**src/rtl/change_dispenser_if.sv**
```systemverilog
// change_dispenser bus: change request and refills in,
// solenoid drives, status and tube inventory out.
interface change_dispenser_if #(
   parameter int CNT_W = 8
);
   logic [1:0]       change;
   logic             refill5;
   logic             refill10;
   logic             eject5;
   logic             eject10;
   logic             busy;
   logic             done;
   logic             short;
   logic [1:0]       short_amt;
   logic [CNT_W-1:0] cnt5;
   logic [CNT_W-1:0] cnt10;

   modport master (
      output change, refill5, refill10,
      input  eject5, eject10, busy, done, short,
      input  short_amt, cnt5, cnt10
   );

   modport slave (
      input  change, refill5, refill10,
      output eject5, eject10, busy, done, short,
      output short_amt, cnt5, cnt10
   );
endinterface

```
**src/rtl/change_dispenser.sv**
```systemverilog
// Pays out vending change by pulsing the Rs5/Rs10 coin-tube
// solenoids, tracking tube stock and reporting any shortfall.
module change_dispenser #(
   parameter int PULSE_CYCLES = 4,
   parameter int GAP_CYCLES   = 2,
   parameter int CNT_W        = 8,
   parameter int INIT5        = 8,
   parameter int INIT10       = 8
) (
   input logic               clk,
   input logic               rst,
   change_dispenser_if.slave bus
);

   localparam int TMAX = (PULSE_CYCLES > GAP_CYCLES) ?
                         PULSE_CYCLES : GAP_CYCLES;
   localparam int TW   = (TMAX > 1) ? $clog2(TMAX) : 1;

   typedef enum logic [2:0] {
      S_IDLE,
      S_PICK,
      S_PULSE,
      S_GAP,
      S_DONE
   } state_t;

   state_t           state_q, state_d;
   logic [1:0]       rem_q, rem_d;
   logic             sel10_q, sel10_d;
   logic [TW-1:0]    tmr_q, tmr_d;
   logic [CNT_W-1:0] cnt5_q, cnt5_d;
   logic [CNT_W-1:0] cnt10_q, cnt10_d;
   logic             ej5_q, ej5_d;
   logic             ej10_q, ej10_d;
   logic             busy_q, busy_d;
   logic             done_q, done_d;
   logic             short_q, short_d;
   logic [1:0]       amt_q, amt_d;
   logic             dec5, dec10;

   // Sequencer: picks the largest stocked coin, times the
   // pulse and gap, and decides the registered outputs.
   always_comb begin
      state_d = state_q;
      rem_d   = rem_q;
      sel10_d = sel10_q;
      tmr_d   = tmr_q;
      amt_d   = amt_q;
      ej5_d   = 1'b0;
      ej10_d  = 1'b0;
      done_d  = 1'b0;
      short_d = 1'b0;
      dec5    = 1'b0;
      dec10   = 1'b0;
      unique case (state_q)
         S_IDLE: begin
            if (bus.change != 2'b00) begin
               rem_d   = bus.change;
               amt_d   = 2'b00;
               state_d = S_PICK;
            end
         end
         S_PICK: begin
            if (rem_q == 2'd0) begin
               state_d = S_DONE;
               done_d  = 1'b1;
            end else if (rem_q[1] && cnt10_q != '0) begin
               sel10_d = 1'b1;
               rem_d   = rem_q - 2'd2;
               dec10   = 1'b1;
               ej10_d  = 1'b1;
               tmr_d   = TW'(PULSE_CYCLES - 1);
               state_d = S_PULSE;
            end else if (cnt5_q != '0) begin
               sel10_d = 1'b0;
               rem_d   = rem_q - 2'd1;
               dec5    = 1'b1;
               ej5_d   = 1'b1;
               tmr_d   = TW'(PULSE_CYCLES - 1);
               state_d = S_PULSE;
            end else begin
               state_d = S_DONE;
               done_d  = 1'b1;
               short_d = 1'b1;
               amt_d   = rem_q;
            end
         end
         S_PULSE: begin
            if (tmr_q == '0) begin
               tmr_d   = TW'(GAP_CYCLES - 1);
               state_d = S_GAP;
            end else begin
               tmr_d  = tmr_q - TW'(1);
               ej10_d = sel10_q;
               ej5_d  = !sel10_q;
            end
         end
         S_GAP: begin
            if (tmr_q == '0) begin
               state_d = S_PICK;
            end else begin
               tmr_d = tmr_q - TW'(1);
            end
         end
         S_DONE: begin
            state_d = S_IDLE;
         end
         default: begin
            state_d = S_IDLE;
         end
      endcase
      busy_d = (state_d != S_IDLE);
   end

   // Tube inventory: saturating refill, dispense decrement,
   // and a simultaneous refill+dispense cancels out.
   always_comb begin
      cnt5_d  = cnt5_q;
      cnt10_d = cnt10_q;
      unique case ({bus.refill5, dec5})
         2'b10: if (cnt5_q != '1) cnt5_d = cnt5_q + CNT_W'(1);
         2'b01: cnt5_d = cnt5_q - CNT_W'(1);
         default: cnt5_d = cnt5_q;
      endcase
      unique case ({bus.refill10, dec10})
         2'b10: if (cnt10_q != '1) cnt10_d = cnt10_q + CNT_W'(1);
         2'b01: cnt10_d = cnt10_q - CNT_W'(1);
         default: cnt10_d = cnt10_q;
      endcase
   end

   // State, inventory and output registers; reset aborts
   // any pulse and reloads the tube counts.
   always_ff @(posedge clk) begin
      if (rst) begin
         state_q <= S_IDLE;
         rem_q   <= 2'b00;
         sel10_q <= 1'b0;
         tmr_q   <= '0;
         cnt5_q  <= CNT_W'(INIT5);
         cnt10_q <= CNT_W'(INIT10);
         ej5_q   <= 1'b0;
         ej10_q  <= 1'b0;
         busy_q  <= 1'b0;
         done_q  <= 1'b0;
         short_q <= 1'b0;
         amt_q   <= 2'b00;
      end else begin
         state_q <= state_d;
         rem_q   <= rem_d;
         sel10_q <= sel10_d;
         tmr_q   <= tmr_d;
         cnt5_q  <= cnt5_d;
         cnt10_q <= cnt10_d;
         ej5_q   <= ej5_d;
         ej10_q  <= ej10_d;
         busy_q  <= busy_d;
         done_q  <= done_d;
         short_q <= short_d;
         amt_q   <= amt_d;
      end
   end

   assign bus.eject5    = ej5_q;
   assign bus.eject10   = ej10_q;
   assign bus.busy      = busy_q;
   assign bus.done      = done_q;
   assign bus.short     = short_q;
   assign bus.short_amt = amt_q;
   assign bus.cnt5      = cnt5_q;
   assign bus.cnt10     = cnt10_q;

endmodule

```
**src/flat_wrapper.sv**
```systemverilog
// flat-port wrapper written by rule: the top's interface ports become plain ports
module change_dispenser_flat 
#(
   parameter int PULSE_CYCLES = 4,
   parameter int GAP_CYCLES   = 2,
   parameter int CNT_W        = 8,
   parameter int INIT5        = 8,
   parameter int INIT10       = 8
)
  (clk, rst, bus_change, bus_refill5, bus_refill10, bus_eject5, bus_eject10, bus_busy, bus_done, bus_short, bus_short_amt, bus_cnt5, bus_cnt10);
  change_dispenser_if #(.CNT_W(CNT_W)) bus_i ();
  input logic clk;
  input logic rst;
  input wire logic [$bits(bus_i.change)-1:0] bus_change;
  input wire logic [$bits(bus_i.refill5)-1:0] bus_refill5;
  input wire logic [$bits(bus_i.refill10)-1:0] bus_refill10;
  output wire logic [$bits(bus_i.eject5)-1:0] bus_eject5;
  output wire logic [$bits(bus_i.eject10)-1:0] bus_eject10;
  output wire logic [$bits(bus_i.busy)-1:0] bus_busy;
  output wire logic [$bits(bus_i.done)-1:0] bus_done;
  output wire logic [$bits(bus_i.short)-1:0] bus_short;
  output wire logic [$bits(bus_i.short_amt)-1:0] bus_short_amt;
  output wire logic [$bits(bus_i.cnt5)-1:0] bus_cnt5;
  output wire logic [$bits(bus_i.cnt10)-1:0] bus_cnt10;
  assign bus_i.change = bus_change;
  assign bus_i.refill5 = bus_refill5;
  assign bus_i.refill10 = bus_refill10;
  assign bus_eject5 = bus_i.eject5;
  assign bus_eject10 = bus_i.eject10;
  assign bus_busy = bus_i.busy;
  assign bus_done = bus_i.done;
  assign bus_short = bus_i.short;
  assign bus_short_amt = bus_i.short_amt;
  assign bus_cnt5 = bus_i.cnt5;
  assign bus_cnt10 = bus_i.cnt10;
  change_dispenser #(.PULSE_CYCLES(PULSE_CYCLES), .GAP_CYCLES(GAP_CYCLES), .CNT_W(CNT_W), .INIT5(INIT5), .INIT10(INIT10)) u_core (.clk(clk), .rst(rst), .bus(bus_i));
endmodule
```
**config.mk**
```make
export PLATFORM = sky130hd
export DESIGN_NAME = change_dispenser_flat
export DESIGN_NICKNAME = d
export VERILOG_FILES = /design/src/rtl/change_dispenser_if.sv /design/src/rtl/change_dispenser.sv /design/src/flat_wrapper.sv
export SDC_FILE = /design/constraint.sdc
export NUM_CORES = 1
export LEC_CHECK = 0
export CAP_MARGIN = 20
export CORE_UTILIZATION = 48
export DETAILED_ROUTE_END_ITERATION = 6
export HOLD_SLACK_MARGIN = 0.06
export PLACE_DENSITY = 0.75
export SYNTH_ARGS = -nofsm -noshare
export SYNTH_HDL_FRONTEND = slang
export SYNTH_SLANG_ARGS = --single-unit
```
**constraint.sdc**
```tcl
create_clock -name clk -period 2.7 [get_ports clk]
set_clock_uncertainty 0.1 [all_clocks]
set_input_delay 0.54 -clock clk [delete_from_list [all_inputs] [get_ports clk]]
set_output_delay 0.54 -clock clk [all_outputs]
set_load 0.02 [all_outputs]
```
# == Word level (Yosys, flattened, before mapping) ==
# Cells that the tools add are included.
# classes
addsub,7
n_mul,0
div,0
order_cmp,0
eq_ne,17
shift,0
muxes,43
bitwise,2
reduce_logical,22
# ops
cell,n
8-bit one-hot mux with 2 select lines,2
2-bit two-way mux,13
3-bit two-way mux,6
8-bit by 1-bit adder with 8-bit output (second input constant),2
8-bit two-way mux,2
8-bit != test (second input constant),2
8-bit nonzero test,2
8-bit by 1-bit subtractor with 8-bit output (second input constant),2
1-bit two-way mux,14
3-bit one-hot mux with 4 select lines,1
2-bit nonzero test,5
2-bit != test (second input constant),4
2-bit one-hot mux with 2 select lines,2
4-bit AND reduction,2
3-bit by 2-bit == test with 1-bit output (second input constant),2
2-bit by 1-bit != test with 1-bit output (second input constant),3
2-bit one-hot mux with 3 select lines,1
3-bit nonzero test,2
5-bit AND reduction,1
2-bit by 1-bit == test with 1-bit output (second input constant),2
2-bit == test (second input constant),2
2-bit logical NOT,2
1-bit one-hot mux with 2 select lines,2
2-bit AND reduction,2
other kinds (11),13
# totals
ff_bits,31
latchBits,0
mem_bits_rw,0
mem_bits_ro,0
inputBits,6
out_inout_bits,23
mem_count,0

# == Depth between registers and ports, before layout ==
# depth
ltp_word,8
ltp_mapped,14
depth_no_buf,12

# == Worst setup path after synthesis ==
# Ideal clock, no wire load.
# synth_timing
kind,flip-flop to flip-flop
from,register u_core.cnt10_q[1] (netlist: u_core.bus.cnt10[1])
to,register u_core.cnt5_q[4] (netlist: u_core.bus.cnt5[4])
setup_time_ns,0.128
arrival_ns,2.811
path_slack_ns,-0.339
stages_incl_launch_ff,15
synth_period_minus_slack_ns,3.039
path_cell_list,dfxtp_1 buf_2 nor4_1 a21oi_1 or4_1 buf_6 nor2_1 xor2_1 ha_1 nand2_1 a41oi_1 nand3_1 mux2i_1 xnor2_1 nor2_1
# synth_between
elab_chain_len,8
elab_cells_between_ends,11
# synth_lines
item,line,source
from (decl),change_dispenser.sv:32,"logic [CNT_W-1:0] cnt10_q, cnt10_d;"
from (signal assigned),change_dispenser.sv:141,cnt10_q <= CNT_W'(INIT10);
from (signal assigned),change_dispenser.sv:154,cnt10_q <= cnt10_d;
8-bit nonzero test *,change_dispenser.sv:67,end else if (rem_q[1] && cnt10_q != '0) begin
1-bit logical AND *,change_dispenser.sv:67,
1-bit two-way mux *,change_dispenser.sv:67,
1-bit two-way mux *,change_dispenser.sv:64,if (rem_q == 2'd0) begin
1-bit two-way mux *,change_dispenser.sv:55,unique case (state_q)
2-bit == test or 2-bit by 1-bit == test with 1-bit output (tied branches),change_dispenser.sv:120,"unique case ({bus.refill5, dec5})"
2-bit by 1-bit != test with 1-bit output (no line) or 2-bit nonzero test (tied branches),--,
2-bit AND reduction (no line),--,
to (signal assigned),change_dispenser.sv:140,cnt5_q <= CNT_W'(INIT5);
to (signal assigned),change_dispenser.sv:153,cnt5_q <= cnt5_d;
to (decl),change_dispenser.sv:31,"logic [CNT_W-1:0] cnt5_q, cnt5_d;"
# Mark *: on every way between the ends. The rest lies on a longest branch, timed or not.
# A chain may end at the register's enable or synchronous reset.

# == Final worst setup path ==
# layout_timing
from,register u_core.state_q[1]
to,register u_core.cnt5_q[6] (netlist: u_core.bus.cnt5[6])
# layout_between
elab_chain_len,5
elab_cells_between_ends,8
# layout_lines
item,line,source
from (decl),change_dispenser.sv:27,"state_t state_q, state_d;"
from (signal assigned),change_dispenser.sv:149,state_q <= state_d;
3-bit by 1-bit == test with 1-bit output *,change_dispenser.sv:55,
1-bit two-way mux *,change_dispenser.sv:55,
2-bit == test or 2-bit by 1-bit == test with 1-bit output (tied branches),change_dispenser.sv:120,
2-bit by 1-bit != test with 1-bit output (no line) or 2-bit nonzero test (tied branches),--,
2-bit AND reduction (no line),--,
# Marks and branches as above.

==> metrics.yaml <==
synth_fp_nets: 237
synth-edff-count: 0
diodes: 0
reg2reg_depth: 12
min_path_cells: 2
yosysTopAreaCellShare_pct: 33.7
whs_endpoint: "u_core.bus.short_amt[1]"
final-max-slew-violation-count: 0
avgSynthCellArea_um2: 8.19
setup_viol: 4
grt_pass1_vias: 1668
startpoint_type: "flip-flop"
dp_worst_setup_slack_ns: -0.201
cts_made_buffers: 5
grtUsageTotal_pct: 24.5
switching_share_pct: 38.3
worst_pin_slew_ns: 0.564
clkLatencyLatePin_ns: 0.28
cts-root-buf: "clkbuf_8"
cts.sinks: 31
async_flop_share_pct: 0
p_leak_uw: 0.00109
cp_max_fo: 3
timing.hold.ws_ns: 0.355
min-delay-start: "u_core.bus.short_amt[1]"
synth-compound-area-share_pct: 17.9
comb_power_share_pct: 51.3
slew-limit-headroom_pct: 62.1
crit_type: "flip-flop to flip-flop"
r2r-start: "u_core.state_q[1]"
clkPwrFrac_pct: 18.4
fp.dieArea_um2: 4090
ios: 29
detail_route.iter0.violations: 99
finalWirelength_um: 5040
ys_warn_count: 0
routabilityCongestion: 0.944
r2r_slack_ns: -0.07
endpoint_kind: "flip-flop"
yosys.area_share.simple_pct: 26.1
final_cell_mix: "buf_4, clkdlybuf4s50_1, dfxtp_1, nor2_1, a21oi_1"
synthTopCellsByArea: "dfxtp_1, nor2_1, a21oi_1"
ir_drop_mv: 0.438
synth-main-ff-cell: "dfxtp_1"
antenna_found_initial: 0
drive_gt1_share_pct: 28.7
via_per_inst: 5.57
ys_types: 44
vias: 1917
cp.arrival_ns: 2.84
synth-adder-area-share_pct: 4.07
area_growth_pct: 45.9
syn-instance-count: 225
drv_cap: 0
failed_checks: "setup timing"
cts_max_level: 2
ant_nets: 0
io_buffer_count: 28
cts_tree: "yes"
outcome: "finished with violations"
tns_ns: -0.241
synth_top_family_by_area: "simple AND/OR/NAND/NOR gates"
synth_top_area_cell: "dfxtp_1"
netlist_area_um2: 1840
power.switching_uw: 757
clkSlewWorstSetupHoldPaths_ns: 0.06
internal_power_uw: 1220
p_seq_share_pct: 30.3
cts_max_path_buffers: 2
synth-xor-area-share_pct: 7.13
fp-row-count: 22
muxShareOfSynthArea_pct: 5.57
min_period_over_period_pct: 103
finalHoldViolCount: 0
grt_max_degree: 14
yosysSeqAreaShare_pct: 33.7
drcViolationCount: 0
grt_pass1_wl_um: 7870
final_common_cell: "buf_4"
num-fill-cells: 274
design.core.area_um2: 3660
hold_path_class: "flip-flop to flip-flop"
cts_hold_buf: 0
fp.dieH_um: 64.0
overflow: 0
p_per_area_nw_per_um2: 736
die_w_um: 64.0
fmax_mhz: 361
first_pass_iters: 4
initial_core_util_pct: 50.3
cp_data_required_time_ns: 2.77
hpwl_um: 3530
ys_ff_latch: 31
nNetsFinal: 308
period_needed_ns: 2.77
timing.rr.end: "u_core.bus.cnt5[6]"
wl_per_cell_um: 14.6
fin_ws_ns: -0.0699
grt_setup_unrepaired: "true"
==> area by class of cell <==
cell class | instances | area (µm²) | share of cell area, %
inverters | 9 | 33.8 | 1.26
repair buffers | 75 | 636 | 23.6
well taps | 48 | 60.1 | 2.23
multi-input cells | 174 | 1250 | 46.3
flip-flops and latches | 31 | 626 | 23.3
clock inverters | 1 | 5.00 | 0.186
clock buffers | 6 | 82.6 | 3.07
==> metal layers <==
layer | GRT usage (%) | wire length (µm) | vias to the layer above | share of wire (%)
li1 | - | - | 955 | -
met1 | 32.7 | 2360 | 902 | 47
met2 | 39.1 | 2360 | 50 | 47
met3 | 6.07 | 228 | 10 | 4.5
met4 | 6.53 | 83 | 0 | 1.6
met5 | 0 | 0 | - | 0
==> critical path: stages, from the launching register on <==
cell and delay (ns):
dfxtp_2 0.32, or3b_4 0.40, or4_4 0.55, nor2_4 0.11, xor2_1 0.16, ha_2 0.22, nand2_2 0.06, a41oi_2 0.21
buf_4 0.16, nand2_2 0.04, mux2i_1 0.16, xnor2_1 0.13, nor2_1 0.06
==> cell usage after synthesis, drive strengths merged, types with 3 or more instances <==
library cell  count
a311oi            3
dfxtp            31
clkbuf            4
buf               7
nor2             28
or4               4
or3               6
and4              3
a21oi            19
nand3             3
nor3b             5
nand2b            3
mux2i             9
a31oi             4
xnor2             7
o31ai             3
nand2            16
a211oi            3
o21ai            10
nor3             11
xor2              8
inv               9
ha                6
nor4              4
==> repair_timing <==
action                                  4_1_cts  5_1_grt
endpoints found under the setup margin        3        7
pin swaps                                     2        8
resized for setup                             5       15
buffers inserted                              1        5
==> cell families (layout without fill, tap and decap cells) <==
| family | count (synthesis) | after routing |
|---|---|---|
| AOI/OAI and AO/OA | 52 | 52 |
| and+or+nand+nor | 92 | 92 |
| muxes | 9 | 9 |
| DFF | 31 | 31 |
| adders and majority gates | 6 | 6 |
| xor gates and xnor gates | 15 | 15 |
| buffers and inverters | 20 | 91 |
==> metrics by stage <==
step	cells	util, %	cell area [µm²]	power [µW]
floorplan	225	-	1910	1200
global placement	331	67.9	2480	1530
detailed placement	331	67.9	2480	1550
CTS	339	70.8	2590	1920
global route	344	73.4	2690	2110
finish	344	73.4	2690	1980
==> worst max-delay path by stage <==
stage | slack [ns] | endpoint | from
floorplan | -0.17 | u_core.bus.cnt5[4] | u_core.state_q[0]
global placement | -0.09 | u_core.bus.cnt10[6] | bus_refill10
detailed placement | -0.20 | u_core.bus.cnt10[6] | bus_refill10
CTS | -0.11 | u_core.bus.cnt5[4] | u_core.state_q[1]
global route | -0.20 | u_core.bus.cnt5[6] | u_core.state_q[1]
finish | -0.07 | u_core.bus.cnt5[6] | u_core.state_q[1]
==> flip-flops by register name, summed over array words and instances, names as in the netlist <==
name and flops:
u_core.bus.done 1, u_core.bus.cnt10 8, u_core.bus.cnt5 8, u_core.bus.eject10 1, u_core.bus.short 1, u_core.state_q 3
u_core.tmr_q 2, u_core.bus.busy 1, u_core.sel10_q 1, u_core.bus.short_amt 2, u_core.bus.eject5 1, u_core.rem_q 2
==> power by group through the flow <==
stage / Combinational (µW) / Clock [µW] / Sequential (µW)
2_1_floorplan: 530 / 0 / 668
5_1_grt: 1110 / 387 / 609
3_5_place_dp: 947 / 0 / 601
4_1_cts: 961 / 368 / 594
6_report: 1020 / 363 / 600
3_3_place_gp: 934 / 0 / 598
(Power assumes the default switching activity.)
